===== config.mk =====
export PLATFORM = sky130hd
export DESIGN_NAME = ex_mul_sequencer
export DESIGN_NICKNAME = d
export VERILOG_FILES = /design/src/rtl/ex_mul_sequencer.sv
export SDC_FILE = /design/constraint.sdc
export NUM_CORES = 1
export LEC_CHECK = 0
export BUFFER_PORTS_ARGS = -buffer_cell sky130_fd_sc_hd__buf_2
export CORE_ASPECT_RATIO = 1.5
export CORE_MARGIN = 4
export CORE_UTILIZATION = 38
export DETAILED_ROUTE_END_ITERATION = 16
export PLACE_DENSITY_LB_ADDON = 0.08
export REMOVE_ABC_BUFFERS = 1
export SYNTH_ARGS = -nofsm -noshare
export SYNTH_HDL_FRONTEND = slang
export SYNTH_SLANG_ARGS = --single-unit

===== constraint.sdc =====
create_clock -name clk -period 6.5 [get_ports clk]
set_clock_uncertainty 0.05 [all_clocks]
set_input_delay 0.325 -clock clk [delete_from_list [all_inputs] [get_ports clk]]
set_output_delay 0.325 -clock clk [all_outputs]
set_load 0.1 [all_outputs]

===== src/rtl/ex_mul_sequencer.sv =====
// Iterative shift-add multiplier sequencer for EX-stage mul instructions.
// Optional early termination when the remaining multiplier bits are zero: MUL_EARLY_OUT_EN.
//
// state | meaning
// IDLE  | waiting for a mul in ID/EX; accepts when mul_req & !flush_in
// RUN   | one shift-add step per cycle, pipeline stalled
// DONE  | product registered, result_valid pulses, stall released
module ex_mul_sequencer #(
    parameter int WIDTH = 32,
    parameter int CNT_W = 6
) (
    input  logic             clk,
    input  logic             reset,
    input  logic             mul_req,
    input  logic             sign_in,
    input  logic             flush_in,
    input  logic [0:WIDTH-1] opA_in,
    input  logic [0:WIDTH-1] opB_in,
    output logic             stall_out,
    output logic             busy_out,
    output logic             result_valid,
    output logic [0:WIDTH-1] result_lo_out,
    output logic [0:WIDTH-1] result_hi_out,
    output logic             ovf_out
);

    localparam logic [1:0] ST_IDLE = 2'd0;
    localparam logic [1:0] ST_RUN  = 2'd1;
    localparam logic [1:0] ST_DONE = 2'd2;

    logic [1:0]         state;
    logic [1:0]         state_nxt;
    logic [CNT_W-1:0]   cnt;
    logic [WIDTH-1:0]   mcand;
    logic [WIDTH-1:0]   mplier;
    logic [WIDTH-1:0]   acc_hi;
    logic               neg;
    logic               sgn;

    logic [WIDTH-1:0]   op_a;
    logic [WIDTH-1:0]   op_b;
    logic [WIDTH-1:0]   mag_a;
    logic [WIDTH-1:0]   mag_b;
    logic               neg_in;
    logic               accept;

    logic [WIDTH:0]     addend;
    logic [WIDTH:0]     sum;
    logic [WIDTH-1:0]   acc_hi_step;
    logic [WIDTH-1:0]   mplier_step;
    logic [2*WIDTH-1:0] prod_step;
    logic [2*WIDTH-1:0] prod_raw;
    logic [2*WIDTH-1:0] prod_fin;
    logic               ovf_fin;
    logic               early_done;
    logic               last_step;

    // Ports are MSB-first ([0] = MSB); positional assignment keeps the numeric value.
    assign op_a   = opA_in;
    assign op_b   = opB_in;
    assign mag_a  = (sign_in && op_a[WIDTH-1]) ? (~op_a + 1'b1) : op_a;
    assign mag_b  = (sign_in && op_b[WIDTH-1]) ? (~op_b + 1'b1) : op_b;
    assign neg_in = sign_in & (op_a[WIDTH-1] ^ op_b[WIDTH-1]);

    assign accept = reset & (state == ST_IDLE) & mul_req & ~flush_in;

    always_comb begin
        addend      = mplier[0] ? {1'b0, mcand} : '0;
        sum         = {1'b0, acc_hi} + addend;
        acc_hi_step = sum[WIDTH:1];
        mplier_step = {sum[0], mplier[WIDTH-1:1]};
        prod_step   = {acc_hi_step, mplier_step};
    end

`ifdef MUL_EARLY_OUT_EN
    logic [WIDTH-1:0] mrem;
    logic [WIDTH-1:0] mrem_step;
    logic [CNT_W-1:0] rem_shift;

    // mrem mirrors the multiplier bits not yet consumed; once it empties, the
    // remaining steps would only shift, so they collapse into one realignment.
    assign mrem_step  = mrem >> 1;
    assign early_done = (mrem_step == '0);
    assign rem_shift  = CNT_W'(WIDTH - 1) - cnt;
    assign prod_raw   = prod_step >> rem_shift;

    always_ff @(posedge clk or negedge reset) begin
        if (!reset) begin
            mrem <= '0;
        end else if (accept) begin
            mrem <= mag_b;
        end else if (state == ST_RUN && !flush_in) begin
            mrem <= mrem_step;
        end
    end
`else
    assign early_done = 1'b0;
    assign prod_raw   = prod_step;
`endif

    assign last_step = (cnt == CNT_W'(WIDTH - 1)) || early_done;
    assign prod_fin  = neg ? (~prod_raw + 1'b1) : prod_raw;
    assign ovf_fin   = sgn ? (prod_fin[2*WIDTH-1:WIDTH] != {WIDTH{prod_fin[WIDTH-1]}})
                           : (prod_fin[2*WIDTH-1:WIDTH] != '0);

    always_comb begin
        state_nxt = state;
        case (state)
            ST_IDLE: if (accept) state_nxt = ST_RUN;
            ST_RUN: begin
                if (flush_in)       state_nxt = ST_IDLE;
                else if (last_step) state_nxt = ST_DONE;
            end
            ST_DONE: state_nxt = ST_IDLE;
            default: state_nxt = ST_IDLE;
        endcase
    end

    always_ff @(posedge clk or negedge reset) begin
        if (!reset) begin
            state         <= ST_IDLE;
            cnt           <= '0;
            mcand         <= '0;
            mplier        <= '0;
            acc_hi        <= '0;
            neg           <= 1'b0;
            sgn           <= 1'b0;
            result_lo_out <= '0;
            result_hi_out <= '0;
            ovf_out       <= 1'b0;
        end else begin
            state <= state_nxt;
            case (state)
                ST_IDLE: begin
                    if (accept) begin
                        mcand  <= mag_a;
                        mplier <= mag_b;
                        acc_hi <= '0;
                        cnt    <= '0;
                        neg    <= neg_in;
                        sgn    <= sign_in;
                    end
                end
                ST_RUN: begin
                    if (!flush_in) begin
                        acc_hi <= acc_hi_step;
                        mplier <= mplier_step;
                        cnt    <= cnt + 1'b1;
                        // Result registers load on the edge into DONE so they are valid with the pulse.
                        if (last_step) begin
                            result_lo_out <= prod_fin[WIDTH-1:0];
                            result_hi_out <= prod_fin[2*WIDTH-1:WIDTH];
                            ovf_out       <= ovf_fin;
                        end
                    end
                end
                default: ;
            endcase
        end
    end

    assign busy_out     = (state != ST_IDLE);
    assign result_valid = (state == ST_DONE);
    assign stall_out    = accept | (state == ST_RUN);

endmodule

Word-level counts from Yosys, hierarchy flattened
Cells that the tools add are included.

Flip-flop bits (word level): 171. Input bits: 69. Word-level logic and storage cells: 60.

$add $sub $neg: 5. Eq/ne operators: 7. Multiplexer cells: 18. Bitwise gates (word level): 10. Reduce and logical (&&, ||, !) cells: 10.

Operators with widths (count): 32-bit 2-to-1 mux (7); 32-bit case mux with 2 select lines (2); 32-bit by 1-bit adder with 32-bit output, second input constant (2); 64-bit by 1-bit adder with 64-bit output, second input constant (1); 64-bit 2-to-1 mux (1); 32-bit inverter (2); 64-bit inverter (1); 32-bit by 32-bit adder with 33-bit output (1); 32-bit != test (1); 32-bit nonzero test (1); 6-bit 2-to-1 mux (2); 6-bit case mux with 2 select lines (1); 6-bit by 1-bit adder with 6-bit output, second input constant (1); 6-bit by 5-bit == test with 1-bit output, second input constant (1); 2-bit 2-to-1 mux (3); 3-bit AND reduction (2); 1-bit bitwise AND (4); 2-bit != test, second input constant (2); 2-bit case mux with 2 select lines (1); 2-bit AND reduction (2); 2-bit nonzero test (2); 3-bit != test, second input constant (1); 2-bit by 1-bit == test with 1-bit output, second input constant (1); 2-bit == test, second input constant (1); 6 further kinds (7).

Depth between registers and ports, before layout
Depth in word-level cells: 7. Mapped depth: 18. Gate-level depth less buffers: 16.

Worst setup path before layout
No wires, ideal clock.

Kind: reg2reg. Start: register mplier[0]. End: register ovf_out. Setup time: 0.131 ns. Data arrival time: 4.417 ns. Data required time: 6.319 ns. Path slack: 1.902 ns. Cell stages (with the launch flop): 19. Cell sequence: dfrtp_1 clkbuf_1 and2_1 ha_1 fa_1 a21oi_1 o22ai_1 or4_1 a21boi_1 nand2_2 or4_4 buf_6 o31ai_2 xor2_1 nor3_1 nand4b_1 a2111o_1 o32ai_1 a21oi_1.

Word-level cells in the longest chain between the ends: 7. Elaborated cells between the ends (all ways): 8. Classes of those cells: add/sub: 2; eq/ne: 1; mux: 3; bitwise: 1; reduce/logical: 1.

Ends and longest elaborated chain: from (decl) (line 35) `logic [WIDTH-1:0] mplier;`; from (signal assigned) (line 137) `mplier <= mag_b;`; from (signal assigned) (line 147) `mplier <= mplier_step;`; 32-bit 2-to-1 mux * (line 68) `addend = mplier[0] ? {1'b0, mcand} : '0;`; 32-bit by 32-bit adder with 33-bit output * (line 69) `sum = {1'b0, acc_hi} + addend;`; 64-bit inverter (line 102) `assign prod_fin = neg ? (~prod_raw + 1'b1) : prod_raw;`; 64-bit by 1-bit adder with 64-bit output (line 102); 64-bit 2-to-1 mux * (line 102); 32-bit != test or 32-bit nonzero test (tied branches) (line 103, 104); 1-bit 2-to-1 mux * (line 103) `assign ovf_fin = sgn ? (prod_fin[2*WIDTH-1:WIDTH] != {WIDTH{prod_fin[WIDTH-1]}})`; to (signal assigned) (line 153) `ovf_out <= ovf_fin;`; to (decl) (line 24) `output logic ovf_out`.

Every way passes the cells marked *; elsewhere a longest branch is shown, timed or not. A chain may end at the register's enable or synchronous reset.

Worst setup path after layout
Same ends and word-level chain as after synthesis.

==> flow_summary_export.csv <==
group,metric,value,unit
status,status,"finished, final reports clean",
global_routing,grt_max_degree,97,
global_routing,grt_usage,0.2182,
synth,synth_area,11680,µm²
critical_path,cp_max_fo,33,
critical_path,critPathLaunchType,"register",
drt,wirelength,36260,µm
clock_network,insertion_delay,0.45,ns
floorplanning,die_h,222.7,µm
synth,synthDistinctLibCells,81,
drt,antenna_left,0,
drt,dr.first_iter.drc_count,449,
timing,hold_viol_final,0,
critical_path,crit_required,6.78,ns
synth,syn_avg_cell_area,8.290,µm²
floorplanning,io_pins,137,
place,dpl.hpwl,27420,µm
drt,avgRoutedWirePerCell,19.00,µm
critical_path,worst-setup-path-type,"reg2reg",
timing,rsz0062_at_grt,"no",
cells_and_area,syn_to_final_growth,13.70,%
cells_and_area,n_antenna_cell,0,
synth,synth_edf_count,0,
floorplanning,die_w,151.1,µm
global_routing,grt_pass1_vias,10630,
floorplanning,core,30250,µm²
timing,period_minus_slack,5.631,ns
drt,viasPerCell,5.545,
power,powerDensity,295.8,nW/µm²
timing,max_slew_margin,0.2806,
synth,synth_top_area_frac,0.3664,
synth,async_flop_share,1.000,
timing,worstMarginPinSlew,1.079,ns
floorplanning,dieArea,33660,µm²
timing,max_freq,0.1776,GHz
drt,drcViolationCount,0,
clock_network,cts_root_buffer,"clkbuf_16",
drt,first_pass_iters,5,
timing,tns,0,ns
cells_and_area,drive_gt1_frac,0.1446,
clock_network,clkSinkCount,171,
synth,yosys-top-cells-area,"dfrtp_1, o21ai_0, nand2_1",
synth,synth-seq-cells,171,
global_routing,grt_pass1_wl,57420,µm
synth,synth_ff_type,"dfrtp_1",
synth,yosysWarnings,0,
clock_network,htreeDepth,4,
critical_path,worstSetupEndpointType,"register",
synth,synth_cells,1409,
place,place.gp.congestion,0.8871,
timing,setup_violations,0,
drt,vias,10580,
global_routing,grt_overflow,0,
global_routing,antenna_found_initial,0,
timing,hold_ws,0.09753,ns
critical_path,arrival,5.91,ns
clock_network,cts_tree,"done",
timing,maxSlewViolCount,0,
floorplanning,row_count,78,
power,ir_drop,0.0002081,V
clock_network,cts_buffers,17,
power,leakage,5.936,nW
synth,yosys-top-cells-count,"nand2_1, o21ai_0, dfrtp_1",
synth,yosysTopAreaCell,"dfrtp_1",
synth,ys_seq_area_frac,0.3664,
clock_network,clkSlewWorstSetupHoldPaths,0.07,ns
timing,fin_crit_sh,0.8664,
clock_network,clockBufferDepth,2,
worst_hold_path,hold_path.class,"in2reg",
flow_run,maxCapViolCount,0,
cells_and_area,fin_nets,1601,
clock_network,cts_setup_buffers,0,
floorplanning,start_util,0.3861,
synth,synth_most_common_cell,"nand2_1",
place,portBuffers,136,
## cell type report
cell class	instances	area [µm²]
multi-input combinational	1139	7044
timing repair buffer	148	779.5
inverter	18	67.56
fill	3136	16970
clock buffer	17	425.4
sequential	171	4279
clock inverter	15	183.9
tap	400	500.5
## report_power, final
part	total, mW	switching (mW)	internal (mW)
clock network	1.09	0.478	0.610
logic	1.45	0.930	0.516
registers	1.39	0.178	1.22
total	3.93	1.59	2.34
## worst max-delay path, cell delays in order, from the launching register on
cell and delay, ns:
dfrtp_1 0.73, and2_1 0.31, ha_1 0.23, fa_1 0.46, a21oi_1 0.27, o22ai_1 0.22, o211ai_1 0.54, nand3_1 0.14
o211ai_1 0.33, nand4b_1 0.41, nand2b_1 0.36, o41ai_1 0.51, xor2_1 0.23, nor3_1 0.23, nand4b_1 0.13, o32ai_1 0.29
a21oi_1 0.06
## state kept, by name (all words and copies together), names as in the netlist
register       cells
mplier            32
mcand             32
sgn                1
cnt                6
state              2
acc_hi            32
result_hi_out     32
ovf_out            1
neg                1
result_lo_out     32
## final timing paths
kind | start | slack [ns] | cells past startpoint | end
min in group asynchronous | reset | 0.31 | 2 | mcand[17]
max in group asynchronous | reset | 4.85 | 3 | acc_hi[22]
max | mplier[0] | 0.87 | 16 | ovf_out
min | opA_in[30] | 0.1 | 3 | mcand[1]
min reg2reg | mcand[31] | 0.42 | 2 | mcand[31]
max reg2reg | mplier[0] | 0.87 | 16 | ovf_out
## layer usage
layer  GRT usage  wire length [µm]  up-vias
met5           0                 0        -
met4     0.09836              1428        0
met3     0.03652              1190       62
met2      0.3990             19320      207
met1      0.2427             14320     5102
li1            -                 -     5208
## cells by family after synthesis
group | after synthesis | share of synthesized area
compound gates | 413 | 0.2182
fa+ha+maj | 37 | 0.04028
mux | 3 | 0.002571
flops | 171 | 0.3664
simple gates | 536 | 0.2266
xor+xnor | 150 | 0.1131
buf+inv | 99 | 0.03289
## through the flow
stage                     cells    util  worst slack [ns]  instance area (µm²)  power [mW]
after floorplan            1328       -            0.1389                11360       2.387
after global placement     1875  0.4185             1.043                12660       2.855
after detailed placement   1875  0.4185             1.043                12660       2.857
after CTS                  1908  0.4390             1.014                13280       3.968
after global routing       1908  0.4390            0.4920                13280       4.183
final                      1908  0.4390            0.8686                13280       3.928
## cell usage in the layout (no fill, tap or decap), types with 19 or more instances in the layout
master / instances
nand2_1: 232
o21ai_0: 195
dfrtp_1: 171
buf_2: 135
xor2_1: 96
nor2_1: 60
a21oi_1: 59
xnor2_1: 53
nand3_1: 53
and2_1: 36
ha_1: 36
a22oi_1: 31
nor3_1: 25
o31ai_1: 24
nand4_1: 20
or3_1: 19
## timing repair
item                                   CTS  global route
gates resized for setup                  0             0
hold buffers                             1             0
endpoints found under the hold margin   39             0
Power figures use the tool's default switching activity.
